$ cat src/rtl/mdu_pkg.sv
// ============================================================================
// mdu_pkg: shared MDU types (divider FSM states, operation codes, width). Rev 1.0
// ============================================================================
`default_nettype none

package mdu_pkg;

  localparam int WIDTH = 32;

  typedef enum logic [2:0] {
    IDLE = 3'd0,
    PREP = 3'd1,
    ITER = 3'd2,
    FIX  = 3'd3,
    DONE = 3'd4
  } nrdiv_state_e;

  typedef enum logic [2:0] {
    MDU_NOP   = 3'd0,
    MDU_MULT  = 3'd1,
    MDU_MULTU = 3'd2,
    MDU_DIV   = 3'd3,
    MDU_DIVU  = 3'd4,
    MDU_MFHI  = 3'd5,
    MDU_MFLO  = 3'd6
  } mdu_op_e;

  // Two's-complement magnitude; 0x80000000 maps to itself, read as unsigned.
  function automatic logic [WIDTH-1:0] mag(input logic [WIDTH-1:0] v, input logic is_signed);
    return (is_signed && v[WIDTH-1]) ? (~v + 1'b1) : v;
  endfunction

endpackage

`default_nettype wire

$ cat src/rtl/nrdiv_step.sv
// ============================================================================
// nrdiv_step: one combinational non-restoring add/sub iteration. Rev 1.0
// ============================================================================
`default_nettype none

module nrdiv_step #(
  parameter int W = 32
) (
  input  logic [W:0]   rem_i,
  input  logic [W-1:0] quot_i,
  input  logic [W-1:0] div_i,
  output logic [W:0]   rem_o,
  output logic [W-1:0] quot_o
);

  logic [W:0] rem_sh;

  // The remainder stays within [-div, div), so 33-bit wrap-around is harmless.
  always_comb begin
    rem_sh = {rem_i[W-1:0], quot_i[W-1]};
    if (rem_i[W]) begin
      rem_o = rem_sh + {1'b0, div_i};
    end else begin
      rem_o = rem_sh - {1'b0, div_i};
    end
    quot_o = {quot_i[W-2:0], ~rem_o[W]};
  end

endmodule

`default_nettype wire

$ cat src/rtl/nonrestoring_div.sv
// ============================================================================
// nonrestoring_div: multi-cycle signed/unsigned 32-bit non-restoring divider.
// Optional early-out build macro: NRDIV_EARLY_OUT_EN. Rev 1.0
// ============================================================================
`default_nettype none

module nonrestoring_div
  import mdu_pkg::*;
#(
  parameter int WIDTH = mdu_pkg::WIDTH
) (
  input  logic                 clk,
  input  logic                 rst,
  input  logic                 sign,
  input  logic [WIDTH-1:0]     a,
  input  logic [WIDTH-1:0]     b,
  input  logic                 start,
  input  logic                 en,
  input  logic                 annul,
  output logic [2*WIDTH-1:0]   result,
  output logic                 ready,
  output logic                 claim
);

  localparam int CW = $clog2(WIDTH);

  nrdiv_state_e       state_q, state_d;
  logic [WIDTH-1:0]   a_q, a_d;
  logic [WIDTH-1:0]   b_q, b_d;
  logic               sign_q, sign_d;
  logic [WIDTH-1:0]   div_q, div_d;
  logic [WIDTH:0]     rem_q, rem_d;
  logic [WIDTH-1:0]   quot_q, quot_d;
  logic [CW-1:0]      cnt_q, cnt_d;
  logic [2*WIDTH-1:0] result_q, result_d;

  logic [WIDTH-1:0]   amag, bmag;
  logic [WIDTH:0]     step_rem;
  logic [WIDTH-1:0]   step_quot;
  logic [WIDTH-1:0]   rem_mag, fix_rem, fix_quot;

  assign amag = mag(a_q, sign_q);
  assign bmag = mag(b_q, sign_q);

  nrdiv_step #(.W(WIDTH)) u_step (
    .rem_i  (rem_q),
    .quot_i (quot_q),
    .div_i  (div_q),
    .rem_o  (step_rem),
    .quot_o (step_quot)
  );

  // Final correction and sign application; a zero divisor yields all-ones / dividend.
  always_comb begin
    rem_mag  = rem_q[WIDTH-1:0] + (rem_q[WIDTH] ? div_q : '0);
    fix_quot = (sign_q && (a_q[WIDTH-1] ^ b_q[WIDTH-1])) ? -quot_q : quot_q;
    fix_rem  = (sign_q && a_q[WIDTH-1]) ? -rem_mag : rem_mag;
    if (b_q == '0) begin
      fix_quot = '1;
      fix_rem  = a_q;
    end
  end

  always_comb begin
    state_d  = state_q;
    a_d      = a_q;
    b_d      = b_q;
    sign_d   = sign_q;
    div_d    = div_q;
    rem_d    = rem_q;
    quot_d   = quot_q;
    cnt_d    = cnt_q;
    result_d = result_q;

    if (annul) begin
      state_d = IDLE;
    end else if (en) begin
      case (state_q)
        IDLE, DONE: begin
          if (start) begin
            a_d     = a;
            b_d     = b;
            sign_d  = sign;
            state_d = PREP;
          end
        end
        PREP: begin
          div_d   = bmag;
          quot_d  = amag;
          rem_d   = '0;
          cnt_d   = CW'(WIDTH - 1);
          state_d = ITER;
`ifdef NRDIV_EARLY_OUT_EN
          if ((b_q == '0) || (amag < bmag)) begin
            quot_d  = (b_q == '0) ? '1 : '0;
            rem_d   = {1'b0, amag};
            state_d = FIX;
          end
`endif
        end
        ITER: begin
          rem_d  = step_rem;
          quot_d = step_quot;
          if (cnt_q == '0) begin
            state_d = FIX;
          end else begin
            cnt_d = cnt_q - 1'b1;
          end
        end
        FIX: begin
          result_d = {fix_rem, fix_quot};
          state_d  = DONE;
        end
        default: state_d = IDLE;
      endcase
    end
  end

  always_ff @(posedge clk or negedge rst) begin
    if (!rst) begin
      state_q  <= IDLE;
      a_q      <= '0;
      b_q      <= '0;
      sign_q   <= 1'b0;
      div_q    <= '0;
      rem_q    <= '0;
      quot_q   <= '0;
      cnt_q    <= '0;
      result_q <= '0;
    end else begin
      state_q  <= state_d;
      a_q      <= a_d;
      b_q      <= b_d;
      sign_q   <= sign_d;
      div_q    <= div_d;
      rem_q    <= rem_d;
      quot_q   <= quot_d;
      cnt_q    <= cnt_d;
      result_q <= result_d;
    end
  end

  assign result = result_q;
  assign ready  = (state_q == DONE);
  assign claim  = (state_q == FIX);

endmodule

`default_nettype wire

$ cat config.mk
export PLATFORM = sky130hd
export DESIGN_NAME = nonrestoring_div
export DESIGN_NICKNAME = d
export VERILOG_FILES = /design/src/rtl/mdu_pkg.sv /design/src/rtl/nrdiv_step.sv /design/src/rtl/nonrestoring_div.sv
export SDC_FILE = /design/constraint.sdc
export NUM_CORES = 1
export LEC_CHECK = 0
export CORE_MARGIN = 5
export CORE_UTILIZATION = 30
export CTS_CLUSTER_SIZE = 40
export DETAILED_ROUTE_END_ITERATION = 8
export GPL_ROUTABILITY_DRIVEN = 0
export SETUP_SLACK_MARGIN = 0.1
export SYNTH_ARGS = -nofsm -noshare
export SYNTH_HDL_FRONTEND = slang
export SYNTH_SLANG_ARGS = --single-unit
$ cat constraint.sdc
create_clock -name clk -period 5.85 [get_ports clk]
set_input_delay 0.585 -clock clk [delete_from_list [all_inputs] [get_ports clk]]
set_output_delay 0.585 -clock clk [all_outputs]
set_load 0.1 [all_outputs]
Word level (Yosys, flattened, before mapping)
Index checks and enable logic that the tools add are counted.
Widths: inputs -> output; s select.

operators by class
  $add $sub $neg = 8
  bitwise gates (word level) = 5
  $lt $le $gt $ge = 0
  shift operators = 0
  reductions and logical operators = 15
  equal/unequal tests = 7
  $mul = 0
  div/mod/pow operators = 0
  multiplexer cells = 17

operators with widths
  cell                   count
  $mux 32                7
  $pmux 33 s2            1
  $add 32x1->32 const B  2
  $neg 32->32            2
  $not 32->32            2
  $pmux 32 s2            1
  $add 33x32->33         1
  $mux 33                1
  $sub 33x32->33         1
  $add 32x32->32         1
  $logic_not 32->1       1
  $mux 3                 4
  $pmux 3 s4             1
  $reduce_and 3->1       4
  $pmux 5 s2             1
  $reduce_and 4->1       2
  $eq 3x2->1 const B     2
  $ne 3x3->1 const B     2
  $logic_not 5->1        1
  $mux 5                 1
  $sub 5x1->5 const B    1
  $reduce_bool 2->1      2
  $eq 3x1->1 const B     1
  $eq 3x3->1 const B     1
  other kinds (6)        9

word-level totals
  bits in latches = 0
  bits in registers = 234
  output and inout port bits = 66
  memory bits (read-only) = 0
  bits of input ports = 70
  memories = 0
  memory bits (writable) = 0
  word-level logic and storage cells = 61

Depth between registers and ports, before layout
Gate-level depths: netlist of run 1.

  word-level depth = 5
  mapped depth = 20
  mapped depth without buffers = 20

Cells and area by module
A second synthesis of run 1 with hierarchy kept.

second synthesis, totals
  cell total of the unflattened synthesis = 1,968
  area, all modules = 17,033.8 um^2

modules (own cells, without submodules)
  module            area an instance (um^2)  cells an instance  times used
  nonrestoring_div  14,320.0                 1,568              1
  nrdiv_step        2,713.9                  400                1

Worst setup path before layout of run 1
Ideal clock, no wire load.

  path type = register to register
  start point = reg div_q[0]
  end point = reg rem_q[31]
  stages on the path, launching flop included = 19
  required time = 5.721 ns
  arrival time = 4.204 ns
  slack = 1.517 ns
  path buffers = 0
  clock period less this slack = 4.333 ns
  cell sequence = dfrtp_1 > inv_1 > ha_1 > nor3b_1 > nor4b_1 > nor2_1 > xnor2_1 > ha_1 > a2111oi_0 > o31ai_1 > a2111oi_0 > nor3_1 > a211oi_1 > a21boi_1 > a41o_1 > o41a_1 > a31oi_1 > xor2_1 > o21ai_1

between the ends
  longest elaborated chain between the ends = 3
  elaborated cells on any way between the ends = 4
  those cells by class = 2 x add/sub; 2 x mux

RTL lines
  what                                                     RTL line                            text
  start: declaration                                       nonrestoring_div.sv:31              logic [WIDTH-1:0] div_q, div_d;
  start signal: assignment                                 nonrestoring_div.sv:135             div_q <= div_d;
  $sub 33x32->33 / $add 33x32->33 (equally long branches)  nrdiv_step.sv:24, nrdiv_step.sv:22
  $mux 33 *                                                nrdiv_step.sv:21                    if (rem_i[W]) begin
  $pmux 33 s2 *                                            nonrestoring_div.sv:78              case (state_q)
  end signal: assignment                                   nonrestoring_div.sv:136             rem_q <= rem_d;
  end: declaration                                         nonrestoring_div.sv:32              logic [WIDTH:0] rem_q, rem_d;

Every way passes the cells marked *; elsewhere a longest branch is shown, timed or not.
A chain may end at the register's enable or synchronous reset.

Worst setup path in the final report of run 1
Same ends and word-level chain as after synthesis.

==> impl_metrics.tcl, run 1 <==
set metrics [dict create \
    layout_min_cycle_time_ns 5.25 \
    yosysUniqueCellTypes 81 \
    area_delta_synth_final_pct 18.1 \
    final-max-slew-violation-count 0 \
    r2r_start "div_q[0]" \
    yosysTopAreaCell "dfrtp_1" \
    cp_data_arrival_time_ns 5.65 \
    combPwrFrac_pct 56.9 \
    fin_cells 2720 \
    first_global_vias 13600 \
    die-height_um 243 \
    layout_common_cells "234 x dfrtp_1, 204 x nand2_1, 191 x nor2_1" \
    synthTopCellsByArea "dfrtp_1 36%, a21oi_1 5.6%, xnor2_1 5.6%" \
    cts_made_buffers 27 \
    grt-ovfl-total 0 \
    ios 136 \
    first_pass_iters 6 \
    drive_gt1_share_pct 7.36 \
    yosys.area_share.simple_pct 17.9 \
    yosys_warnings 0 \
    p_per_area_nw_per_um2 568 \
    synth_area_um2 16300 \
    start_util_pct 30.2 \
    diodes 0 \
    tightestPinTransition_ns 1.15 \
    synthCells 1919 \
    tritoncts "done" \
    clkLatencyLatePin_ns 0.56 \
    p_int_w 0.00577 \
    async_flop_share_pct 100 \
    hp-class "in2async" \
    dp_hpwl_um 34300 \
    fmax_mhz 191 \
    switching_power_w 0.00516 \
    highest_layer "met5" \
    dp_cells 2671 \
    seqPwrFrac_pct 26.2 \
    path_class "reg2reg" \
    ctsResizeCount 0 \
    critPathLaunchType "register" \
    worst-path-max-fanout 4 \
    crit_path_end_kind "register" \
    fin_skew_ns 0.0205 \
    wl_met1_um 21700 \
    multi_input_area_um2 9830 \
    reg2reg_setup_slack_ns 0.60 \
    grt_max_degree 100 \
    setup-tns-final_ns 0 \
    vias 14000 \
    hold_violations 0 \
    numPortBuffers 135 \
    drv_cap 0 \
    synth_top_family_by_area "compound AO/OA/AOI/OAI gates" \
    worstSetupEndpoint "rem_q[31]" \
    ys_seq_area_share_pct 36.0 \
    clkPwrFrac_pct 16.9 \
    startpoint "div_q[0]" \
    synthesis.nets 2061 \
    antenna_left 0 \
    clockBufferDepth 3 \
    status "complete, no violations" \
    drtIter0Drc 972 \
    drc_errors 0 \
    synth_area_per_cell_um2 8.48 \
    seq_area_um2 5860 \
    yosys.area.top_type_share_pct 36.0 \
    die_area_um2 59000 \
    h-tree-depth 1 \
    synth_compound_area_share_pct 21.3 \
    reg2reg_to "rem_q[31]" \
    postCtsHoldBufs 0 \
    grt_pass1_wl_um 73600 \
    rows 85 \
    setup_violations 0 \
    cp.required_ns 6.25 \
    muxShareOfSynthArea_pct 5.12 \
    synth_fa_ha_area_share_pct 5.63 \
    gr-usage-all-layers_pct 14.8 \
    synth-edff-count 0 \
    p_leak_nw 8.31 \
    cts.clk_slew.worst_paths_ns 0.07 \
    cts_root_buffer "clkbuf_16" \
    ys_ff_latch 234 \
    post-cts-setup-buffers 0 \
    met2_length_um 19700 \
    layout_commonest_cell "dfrtp_1" \
    rsz0062_at_grt "no" \
    die_w_um 243 \
    wirelength_um 45100 \
    nNetsFinal 2146 \
    nFillCells 5457 \
    power_w 0.0109 \
    synth_flop_cell "dfrtp_1" \
    relSlewSlack_pct 23.0 \
    finalCritPeriodShare_pct 89.7 \
    swShare_pct 47.2 \
    final_util_pct 35.7 \
    antenna_found_initial 2 \
    viasPerCell 5.16 \
    design.core.area_um2 53800 \
    r2r_cells 19 \
    avgRoutedWirePerCell_um 16.6 \
    cts_sinks 234 \
    ir_drop_uv 249 \
    wl_met3_um 2810 \
    synth_xor_area_share_pct 10.4 \
]
worst max-delay path, stage by stage, from the launching register on:
cell,delay [ns]
dfrtp_1,0.40
inv_1,0.11
ha_1,0.21
nor3b_1,0.40
nor4b_1,0.50
nor2_1,0.10
xnor2_1,0.15
ha_1,0.21
a2111oi_0,0.39
o31ai_1,0.17
a2111oi_0,0.50
buf_4,0.20
nor3_1,0.05
a211oi_1,0.40
a21boi_1,0.19
a41o_1,0.31
o41a_1,0.36
a31oi_1,0.22
xor2_1,0.16
o21ai_1,0.07
per-layer routing:
| layer | global-route usage, % | vias to the layer above |
|---|---|---|
| met1 | 21.2 | 6580 |
| met5 | 0 | - |
| li1 | - | 6986 |
| met2 | 23.4 | 405 |
| met4 | 2.82 | 4 |
| met3 | 2.77 | 67 |
kinds of logic after synthesis:
logic type      count (synthesis)
simple gates                  625
compound gates                569
flops                         234
xor+xnor                      193
buf+inv                       151
mux                            75
fa+ha+maj                      72
power by group through the flow:
stage,registers [W],clock network [W],logic [W]
detailed placement,0.00288,0,0.00614
CTS,0.00285,0.00190,0.00617
global route,0.00295,0.00195,0.00688
global placement,0.00286,0,0.00603
floorplan,0.00319,0,0.00438
finish,0.00286,0.00185,0.00621
through the flow:
step	hold WS, ns	cell area (um2)	setup WS, ns
final	0.0132	19200	0.603
after global routing	0.0907	19200	0.102
after detailed placement	0.474	18300	0.715
after CTS	0.0611	19200	0.688
after floorplan	0.289	16300	1.52
after global placement	0.468	18300	0.855
state kept, by name, summed over array words and instances (netlist names):
| register | cells |
|---|---|
| rem_q | 33 |
| sign_q | 1 |
| b_q | 32 |
| div_q | 32 |
| a_q | 32 |
| result | 64 |
| cnt_q | 5 |
| quot_q | 32 |
| state_q | 3 |
how the worst min path moves through the flow:
| stage | startpoint | end | cells after the start |
|---|---|---|---|
| floorplan | rst | a_q[0] | 0 |
| global placement | result[40] | result[40] | 2 |
| detailed placement | result[40] | result[40] | 2 |
| CTS | rst | result[33] | 1 |
| global route | rst | result[7] | 1 |
| finish | rst | result[7] | 1 |
synth_stat cells (5+ instances only):
cell and instances:
dfrtp_1 234, nand2_1 205, nor2_1 192, a21oi_1 182, o21ai_0 167, xnor2_1 104
xor2_1 89, clkbuf_1 84, ha_1 70, mux2_2 66, inv_1 53, nor3_1 44
a31oi_1 41, and2_1 38, a21o_1 32, o31ai_1 25, nand3_1 23, nand2b_1 22
and3_1 18, or3_1 17, o21a_1 13, nor2b_1 11, nor4_1 11, o21bai_1 10
mux2i_1 9, o211ai_1 9, a211oi_1 8, nand4_1 8, a211o_1 7, or4_1 7
buf_2 6, o41ai_1 6, o2111ai_1 5, o21ai_1 5
cell type report:
class                      count  share of cell area (%)
inverter                      53                    1.03
clock buffer                  39                    4.11
multi-input combinational   1534                    51.2
clock inverter                10                   0.911
tap                          696                    4.53
timing repair buffer         154                    7.80
sequential                   234                    30.5
(Power assumes the default switching activity.)
==> run 2: changes to the inputs <==
--- a/config.mk
+++ b/config.mk
@@ -11,6 +11,7 @@
 export DETAILED_ROUTE_END_ITERATION = 8
 export GPL_ROUTABILITY_DRIVEN = 0
 export SETUP_SLACK_MARGIN = 0.1
+export SLEW_MARGIN = 20
 export SYNTH_ARGS = -nofsm -noshare
 export SYNTH_HDL_FRONTEND = slang
 export SYNTH_SLANG_ARGS = --single-unit
==> impl_metrics.tcl, run 2 (same netlist as run 1, synthesis figures left out) <==
set metrics [dict create \
    cp.required_ns 6.25 \
    wirelength_um 45100 \
    reg2reg_setup_slack_ns 0.62 \
    relSlewSlack_pct 31.9 \
    nNetsFinal 2146 \
    first_pass_iters 5 \
    nFillCells 5460 \
    setup_violations 0 \
    clockBufferDepth 3 \
    largest_reg_flops 64 \
    ir_drop_uv 249 \
    power_w 0.0109 \
    die_area_um2 59000 \
    first_global_vias 13600 \
    ctsResizeCount 0 \
    setup-tns-final_ns 0 \
    r2r_start "div_q[0]" \
    drive_gt1_share_pct 7.41 \
    status "complete, no violations" \
    area_delta_synth_final_pct 18.1 \
    finalCritPeriodShare_pct 89.3 \
    h-tree-depth 1 \
    dp_hpwl_um 34300 \
    viasPerCell 5.15 \
    tritoncts "done" \
    drtIter0Drc 1005 \
    start_util_pct 30.2 \
    gr-usage-all-layers_pct 14.8 \
    cts.clk_slew.worst_paths_ns 0.07 \
    setup_ws_ns 0.623 \
    fin_cells 2720 \
    p_leak_nw 8.31 \
    postCtsHoldBufs 0 \
    drc_errors 0 \
    drv_cap 0 \
    worst-path-max-fanout 4 \
    hp-class "in2async" \
    cts_sinks 234 \
    grt_pass1_wl_um 73600 \
    hold_violations 0 \
    post-cts-setup-buffers 0 \
    cp_data_arrival_time_ns 5.63 \
    whs_ns 0.0101 \
    grt_max_degree 100 \
    grt-ovfl-total 0 \
    ios 136 \
    critPathLaunchType "register" \
    cts_root_buffer "clkbuf_16" \
    rsz0062_at_grt "no" \
    p_per_area_nw_per_um2 568 \
    layout_commonest_cell "dfrtp_1" \
    dp_cells 2671 \
    fin_skew_ns 0.0193 \
    layout_common_cells "234 x dfrtp_1, 203 x nand2_1, 191 x nor2_1" \
    die_w_um 243 \
    design.core.area_um2 53800 \
    reg2reg_to "rem_q[31]" \
    tightestPinTransition_ns 1.02 \
    die-height_um 243 \
    crit_path_end_kind "register" \
    cts_made_buffers 27 \
    clkLatencyLatePin_ns 0.56 \
    layout_min_cycle_time_ns 5.23 \
    rows 85 \
    vias 14000 \
    place_ws_ns 0.715 \
    antenna_found_initial 2 \
    path_class "reg2reg" \
    r2r_cells 19 \
    fmax_mhz 191 \
    avgRoutedWirePerCell_um 16.6 \
    diodes 0 \
    numPortBuffers 135 \
    antenna_left 0 \
    final-max-slew-violation-count 0 \
]
==> run 2: cell counts in the layout (fill, tap and decap cells not counted) <==
Identical to the previous run, type by type.
==> run 2: how the worst max path moves through the flow <==
stage / start / to / slack, ns / depth (start not counted)
floorplan: div_q[0] / rem_q[31] / 1.52 / 18
global placement: div_q[0] / rem_q[31] / 0.85 / 18
detailed placement: div_q[0] / rem_q[31] / 0.71 / 19
CTS: div_q[0] / rem_q[31] / 0.69 / 18
global route: div_q[0] / rem_q[31] / 0.10 / 18
finish: div_q[0] / rem_q[31] / 0.62 / 19
==> run 2: per-layer routing <==
metal	GRT usage [%]	up-vias	share of wire (%)
met2	23.4	386	44
met1	21.2	6575	48
li1	-	6982	-
met3	2.77	64	6.1
met4	2.82	4	2.1
met5	0	-	0.049
==> run 2: stage by stage <==
stage                     util [%]  cell area [um2]
after floorplan                  -            16300
after global placement        33.9            18300
after detailed placement      33.9            18300
after CTS                     35.7            19200
after global routing          35.7            19200
final                         35.7            19200
==> run 2: power by group <==
group / internal, W / leakage, nW / switching [W]
Combinational: 0.00247 / 4.84 / 0.00373
Sequential: 0.00214 / 2.99 / 0.000721
Clock: 0.00115 / 0.479 / 0.000700
Total: 0.00577 / 8.31 / 0.00515
==> run 2: worst max-delay path, stage by stage (launching register included) <==
cell	delay, ns
dfrtp_1	0.40
inv_1	0.11
ha_1	0.21
nor3b_1	0.40
nor4b_1	0.50
nor2_1	0.10
xnor2_1	0.15
ha_1	0.21
a2111oi_0	0.40
o31ai_1	0.17
a2111oi_0	0.50
buf_4	0.20
nor3_1	0.05
a211oi_1	0.38
a21boi_1	0.19
a41o_1	0.31
o41a_1	0.36
a31oi_1	0.21
xor2_1	0.16
o21ai_1	0.07
==> run 2: area by class of cell <==
cell class / count / area, um2 / share of cell area, %
clock buffer: 39 / 791 / 4.11
clock inverter: 10 / 175 / 0.911
inverter: 53 / 199 / 1.03
multi-input combinational: 1534 / 9840 / 51.2
sequential: 234 / 5860 / 30.5
tap: 696 / 871 / 4.53
timing repair buffer: 154 / 1500 / 7.80
